`src/rtl/std_mem_d1_reader.sv`:
```
// Streams a contiguous, wrapping range of std_mem_d1 entries out over a valid/ready port.
// One element per cycle under continuous ready; a single-cycle done pulse closes each run.
module std_mem_d1_reader #(
  parameter int unsigned width    = 32,
  parameter int unsigned size     = 16,
  parameter int unsigned idx_size = 4
) (
  input  logic                clk,
  input  logic                reset,
  input  logic                go,
  input  logic [idx_size-1:0] base,
  input  logic [idx_size:0]   len,
  output logic [idx_size-1:0] mem_addr0,
  input  logic [width-1:0]    mem_read_data,
  output logic [width-1:0]    out_data,
  output logic                out_valid,
  input  logic                out_ready,
  output logic                done
);

  localparam int unsigned CNT_W = idx_size + 1;
  localparam logic [CNT_W-1:0]    SIZE_C  = CNT_W'(size);
  localparam logic [idx_size-1:0] PTR_MAX = idx_size'(size - 1);

  typedef enum logic [1:0] {IDLE, LOAD, SEND, DONE} state_e;

  state_e              state_q, state_d;
  logic [idx_size-1:0] ptr_q, ptr_d;
  logic [CNT_W-1:0]    rem_q, rem_d;
  logic [width-1:0]    out_data_q, out_data_d;
  logic                out_valid_q, out_valid_d;
  logic                done_q, done_d;

  logic [idx_size-1:0] ptr_inc;
  logic [idx_size-1:0] base_fold;
  logic [CNT_W-1:0]    len_clamp;

  // Modulo-size pointer arithmetic keeps every address below size.
  always_comb begin
    ptr_inc   = (ptr_q == PTR_MAX) ? '0 : ptr_q + idx_size'(1);
    base_fold = ({1'b0, base} >= SIZE_C) ? idx_size'({1'b0, base} - SIZE_C) : base;
    len_clamp = (len > SIZE_C) ? SIZE_C : len;
  end

  always_comb begin
    state_d     = state_q;
    ptr_d       = ptr_q;
    rem_d       = rem_q;
    out_data_d  = out_data_q;
    out_valid_d = out_valid_q;
    done_d      = 1'b0;
    case (state_q)
      IDLE: begin
        out_valid_d = 1'b0;
        if (go) begin
          if (len != '0) begin
            ptr_d   = base_fold;
            rem_d   = len_clamp;
            state_d = LOAD;
          end else begin
            done_d  = 1'b1;
            state_d = DONE;
          end
        end
      end
      LOAD: begin
        out_data_d  = mem_read_data;
        out_valid_d = 1'b1;
        ptr_d       = ptr_inc;
        rem_d       = rem_q - CNT_W'(1);
        state_d     = SEND;
      end
      SEND: begin
        if (out_ready) begin
          if (rem_q != '0) begin
            out_data_d = mem_read_data;
            ptr_d      = ptr_inc;
            rem_d      = rem_q - CNT_W'(1);
          end else begin
            out_valid_d = 1'b0;
            done_d      = 1'b1;
            state_d     = DONE;
          end
        end
      end
      DONE:    state_d = IDLE;
      default: state_d = IDLE;
    endcase
  end

  always_ff @(posedge clk or posedge reset) begin
    if (reset) begin
      state_q     <= IDLE;
      ptr_q       <= '0;
      rem_q       <= '0;
      out_data_q  <= '0;
      out_valid_q <= 1'b0;
      done_q      <= 1'b0;
    end else begin
      state_q     <= state_d;
      ptr_q       <= ptr_d;
      rem_q       <= rem_d;
      out_data_q  <= out_data_d;
      out_valid_q <= out_valid_d;
      done_q      <= done_d;
    end
  end

  assign mem_addr0 = ptr_q;
  assign out_data  = out_data_q;
  assign out_valid = out_valid_q;
  assign done      = done_q;

endmodule

```
`config.mk`:
```
export PLATFORM = sky130hd
export DESIGN_NAME = std_mem_d1_reader
export DESIGN_NICKNAME = d
export VERILOG_FILES = /design/src/rtl/std_mem_d1_reader.sv
export SDC_FILE = /design/constraint.sdc
export NUM_CORES = 1
export LEC_CHECK = 0
export ABC_AREA = 1
export BUFFER_PORTS_ARGS = -buffer_cell sky130_fd_sc_hd__buf_2
export CORE_MARGIN = 8
export CORE_UTILIZATION = 50
export DETAILED_ROUTE_END_ITERATION = 8
export MAX_ROUTING_LAYER = met4
export PLACE_DENSITY = 0.9
export SLEW_MARGIN = 15
export SYNTH_ARGS = -nofsm -noshare
export SYNTH_HDL_FRONTEND = slang
export SYNTH_SLANG_ARGS = --single-unit
```
`constraint.sdc`:
```
create_clock -name clk -period 3.02 [get_ports clk]
set_input_delay 0.604 -clock clk [delete_from_list [all_inputs] [get_ports clk]]
set_output_delay 0.604 -clock clk [all_outputs]
set_load 0.005 [all_outputs]
```
==> After elaboration in Yosys (flattened, before gate mapping) <==
Cells that the tools add are included.
{ "word_totals": {"input_bits": 45, "reg_bits": 45, "output_inout_bits": 38, "elab_cells": 55} }
{ "classes": {"eq_ne": 9, "add_sub_neg": 2, "reduce_logical": 9, "n_lt_le_gt_ge": 1, "mux": 28} }
{ "op_table": {"columns": ["operator", "count"], "rows": [
  ["$mux W32", 2],
  ["$pmux W32 S2", 1],
  ["$mux W5", 5],
  ["$mux W4", 5],
  ["$pmux W5 S3", 1],
  ["$pmux W4 S3", 1],
  ["$ne A2 B2 Y1 const B", 5],
  ["$reduce_bool A5 Y1", 2],
  ["$reduce_and A3 Y1", 3],
  ["$mux W2", 4],
  ["$pmux W2 S4", 1],
  ["$mux W1", 6],
  ["$gt A5 B5 Y1 const B", 1],
  ["$reduce_and A5 Y1", 1],
  ["$sub A5 B1 Y5 const B", 1],
  ["$add A4 B1 Y4 const B", 1],
  ["$eq A2 B2 Y1 const B", 2],
  ["$eq A4 B4 Y1 const B", 1],
  ["$pmux W1 S3", 1],
  ["$reduce_bool A3 Y1", 1],
  ["$eq A2 B1 Y1 const B", 1],
  ["$logic_not A2 Y1", 1],
  ["$pmux W1 S2", 1],
  ["$reduce_bool A2 Y1", 1]
]} }

==> Logic depth before layout (Yosys ltp) <==
{ "depth": {"word_depth": 5, "mapped_depth": 9, "ltp_nobuf": 9} }

==> Least setup slack after synthesis <==
OpenSTA, ideal clock, no wires.
{ "synth_path": {"path_type": "register -> register", "start": "register state_q[0]", "end": "register rem_q[4]", "setup_time_ns": 0.065, "period_less_slack_ns": 1.421, "path_stages_with_launch": 10, "path_slack_ns": 1.599, "path_buffers": 0, "arrival_ns": 1.356, "required_ns": 2.955, "cell_sequence": "dfrtp_1 -> inv_1 -> ha_1 -> nand2_1 -> nand2_1 -> nor2_2 -> nand2_1 -> nor2_4 -> nand2_1 -> nand2_1"} }
{ "synth_via": {"elab_chain_len": 3, "word_cells_on_any_way": 10, "cone_classes": "eq/ne (6); mux (1); reduce/logical (3)"} }
{ "synth_lines": {"columns": ["item", "line_no", "source"], "rows": [
  ["start: declaration", "27", "state_e state_q, state_d;"],
  ["start signal: assignment", "100", "state_q <= state_d;"],
  ["$eq A2 B2 Y1 (tied with other cells)", "52", "case (state_q)"],
  ["$ne A2 B2 Y1 (no line) / $reduce_bool A3 Y1 (equally long branches)", null, null],
  ["$reduce_and A5 Y1 (no line)", null, null],
  ["end signal: assignment", "102", "rem_q <= rem_d;"],
  ["end: declaration", "29", "logic [CNT_W-1:0] rem_q, rem_d;"]
]} }
Parallel ways exist; a longest one is shown, timed or not.
A chain may end at the register's enable or synchronous reset.

==> Worst setup path in the final report <==
{ "layout_path": {"start": "register state_q[0]", "end": "register out_data_q[28], in the netlist out_data[28]"} }
{ "layout_via": {"elab_chain_len": 3, "word_cells_on_any_way": 7, "cone_classes": "eq/ne (4); mux (1); reduce/logical (2)"} }
{ "layout_lines": {"columns": ["item", "line_no", "source"], "rows": [
  ["$eq A2 B2 Y1 / $eq A2 B1 Y1 (equally long branches)", "52", null],
  ["$ne A2 B2 Y1 (no line) / $reduce_bool A2 Y1 (equally long branches)", null, null],
  ["$reduce_and A3 Y1 (no line)", null, null],
  ["end signal: assignment", "103", "out_data_q <= out_data_d;"],
  ["end: declaration", "30", "logic [width-1:0] out_data_q, out_data_d;"]
]} }
Parallel ways exist; a longest one is shown, timed or not.

==> key figures <==
STA
  – Setup violators final: 0
  – Slew Viols, Final: 0
  – Max Clk Rate: 464 MHz
  – Final period util: 71.4%
  – Final Skew: about 0.0073 ns
  – Relative slew slack: 39.5%
  – RSZ-0062 raised after global routing: false
  – Final Hold Vio Count: 0
  – Setup_tns: 0 ns
  – Fin crit period: approximately 2.2 ns
  – Worst Max-Slew Pin Slew: 0.906 ns
  – Final hold slack: between 0.4 and 0.5 ns

Worst setup path
  – CP startpoint: state_q[0]
  – Reg2reg setup slack: approximately 0.86 ns
  – Critical Path Sink Type: register
  – Reg2Reg Launch Point: state_q[0]
  – Critical path startpoint category: register
  – Crit path max fanout: 64
  – Crit path DAT: about 2.3 ns
  – CP Class: reg -> reg
  – Worst Path Required: 3.18 ns

Placed design
  – GPL Wtd Cong: between 0.8 and 0.9
  – Cells after DPL: roughly 400
  – Port Buffer Count: 82
  – DP HPWL: about 3800 um

Synth
  – Synthesis Warnings: 0
  – Number of synthesized flops with an enable pin: 0
  – Top cell type's share of synthesized area: roughly 48%
  – Count leader, synth: nand2_1
  – Post-synth top flop: dfrtp_1
  – Mapped Avg Cell Area: 8.65 um^2
  – Synth area leader: dfrtp_1
  – Post-synth cell types: 21
  – Top post-synthesis cells by area: dfrtp_1 48%, nand2_1 15%, o21ai_2 12%, inv_1 7.9%, ha_1 3.8%
  – Fraction of registers with async set/reset: 100%
  – Synthesized area: 2330 um^2
  – Mapped Cells: between 200 and 300
  – Top cells by count, synth: 94 x nand2_1, 49 x inv_1, 45 x dfrtp_1
  – Synth Register Bits: 45
  – Sequential area share after synthesis: roughly half
  – Mapped Nets: ~320

Power and ir drop
  – Maximum vdd drop: roughly 0.72 mV
  – Pwr dens: ~1200 nW/um^2
  – P_sw: about 1.6 mW
  – Sw Share: around 44%
  – Power, Total: 3.52 mW
  – Reg power frac: a little under a third
  – Combinational power share: between 50% and 60%
  – Clock power share: 15.5%
  – P_int: roughly 2.0 mW
  – Static leakage: around 1.7 nW

CTS
  – Setup Buffers After CTS: 0
  – CTS buffer count: 5
  – H-tree depth: 2
  – Cts hold-fix bufs: 0
  – CTS sink count: 45
  – CTS tree: done
  – CTS clk-pin slew, worst paths: 0.09 ns
  – Post_cts resized: 0
  – Clock Root Buffer: clkbuf_8
  – Max Buffers Root-to-Sink: 2
  – Worst-Skew Late Latency: 0.30 ns

Global routing
  – GR Util All Layers: 14.9%
  – First-pass GRT wire length: 8670 um
  – Vias in the first global route: 1971
  – Total gr overflow: 0
  – Largest net degree at the start of global routing: between 60 and 70
  – Initial antenna violation count: 0

Drt
  – Vias per std cell: 4.74
  – Initial DRC Count: between 100 and 150
  – DRC viols: 0
  – Antenna violation net count after detailed routing: 0
  – Via count: approximately 1.9k
  – Final WL: slightly above 5000 um
  – Drt wl/cell: 12.4 um
  – DR pass1 iterations: 4

Run
  – MaxCap Viol Count: 0

Cells and area
  – Area of the multi-input gates: 948 um^2
  – Syn-to-layout area delta: 23.1%
  – Non-filler cells, final: slightly above 400
  – Fillers: about 410
  – Reg area: ~1100 um^2
  – Layout net count: approximately 400
  – Ratio of cells with drive above 1 in the final layout: a little under two fifths
  – Ant diodes: 0

Hold path
  – Worst hold start: out_data[17]
  – Worst Hold Class: reg -> reg

Die
  – Die height: 84.3 um
  – Core ar.: between 4000 and 5000 um^2
  – DIE WIDTH: between 80 and 90 um
  – Initial Util: 50.8%
  – Die area: 7110 um^2
  – IO Pins: between 80 and 90
  – FP Rows: 25

Status
  – Run status: finished clean
[power groups by stage]
stage / Sequential, mW / Combinational (mW) / Clock, mW
3_5_place_dp: 1.13 / 1.88 / 0
6_report: 1.12 / 1.85 / 0.546
5_1_grt: 1.16 / 2.12 / 0.579
3_3_place_gp: 1.11 / 1.81 / 0
4_1_cts: 1.12 / 1.88 / 0.562
2_1_floorplan: 1.13 / 1.50 / 0
[routing by layer]
metal	track usage (%)	vias up	wire length (um)
met5	-	-	0
met4	7.87	0	120
met2	25.4	68	2570
li1	-	987	-
met3	3.68	9	354
met1	15.6	864	2000
[sequential cells by signal (all words and copies together) (netlist names)]
register	count
done	1
mem_addr0	4
out_data	32
out_valid	1
rem_q	5
state_q	2
[cell type report]
type / instances / share of cell area (%)
Clock buffer: 5 / 2.39
Clock inverter: 3 / 2.39
Inverter: 49 / 6.40
Multi-Input combinational cell: 169 / 33.0
Sequential cell: 45 / 39.2
Tap cell: 54 / 2.35
Timing Repair Buffer: 82 / 14.3
[path summary, 6_finish.rpt]
path | to | cells past startpoint
worst max-delay path | out_data[28] | 5
worst min-delay path | out_data[17] | 2
worst max register to register | out_data[28] | 5
worst min register to register | out_data[17] | 2
max in group asynchronous | out_data[21] | 2
min in group asynchronous | state_q[1] | 2
[layout by cell type (no fill, tap or decap)]
master     instances
nand2_1           94
buf_2             82
inv_1             48
dfrtp_1           45
o21ai_2           32
nor2_1             8
nand3_1            8
ha_1               7
o21ai_0            6
clkbuf_8           5
nand4_1            4
nor2_4             2
bufinv_16          2
nand4_4            1
nand3_4            1
nor2_2             1
nand3_2            1
xnor2_1            1
nor3_1             1
a21oi_1            1
inv_2              1
or2_2              1
inv_6              1
[metrics by stage]
| stage | setup WS [ns] | utilization, % | area [um^2] |
|---|---|---|---|
| 3_5_place_dp | 0.882 | 59.5 | 2740 |
| 5_1_grt | 0.634 | 62.5 | 2870 |
| 3_3_place_gp | 0.941 | 59.5 | 2740 |
| 2_1_floorplan | 1.36 | - | 2330 |
| 4_1_cts | 0.831 | 62.5 | 2870 |
| 6_report | 0.864 | 62.5 | 2870 |
[critical path, cell delays in order, from the launching register on]
cell and delay, ns:
dfrtp_1 0.39, inv_1 0.10, ha_1 0.49, nand3_4 0.67
nand2_1 0.28, o21ai_2 0.08
[cells by family (layout without fill, tap and decap cells)]
logic type | count (synthesis) | after routing | synth area share, %
XOR/XNOR | 1 | 1 | 0.375
adder cells (fa/ha/maj) | 7 | 7 | 3.75
flip-flops | 45 | 45 | 48.2
buffers and inverters | 56 | 139 | 11.1
AO/OA/AOI/OAI | 39 | 39 | 13.5
AND/OR/NAND/NOR | 122 | 122 | 23.0
Power figures use the tool's default switching activity.
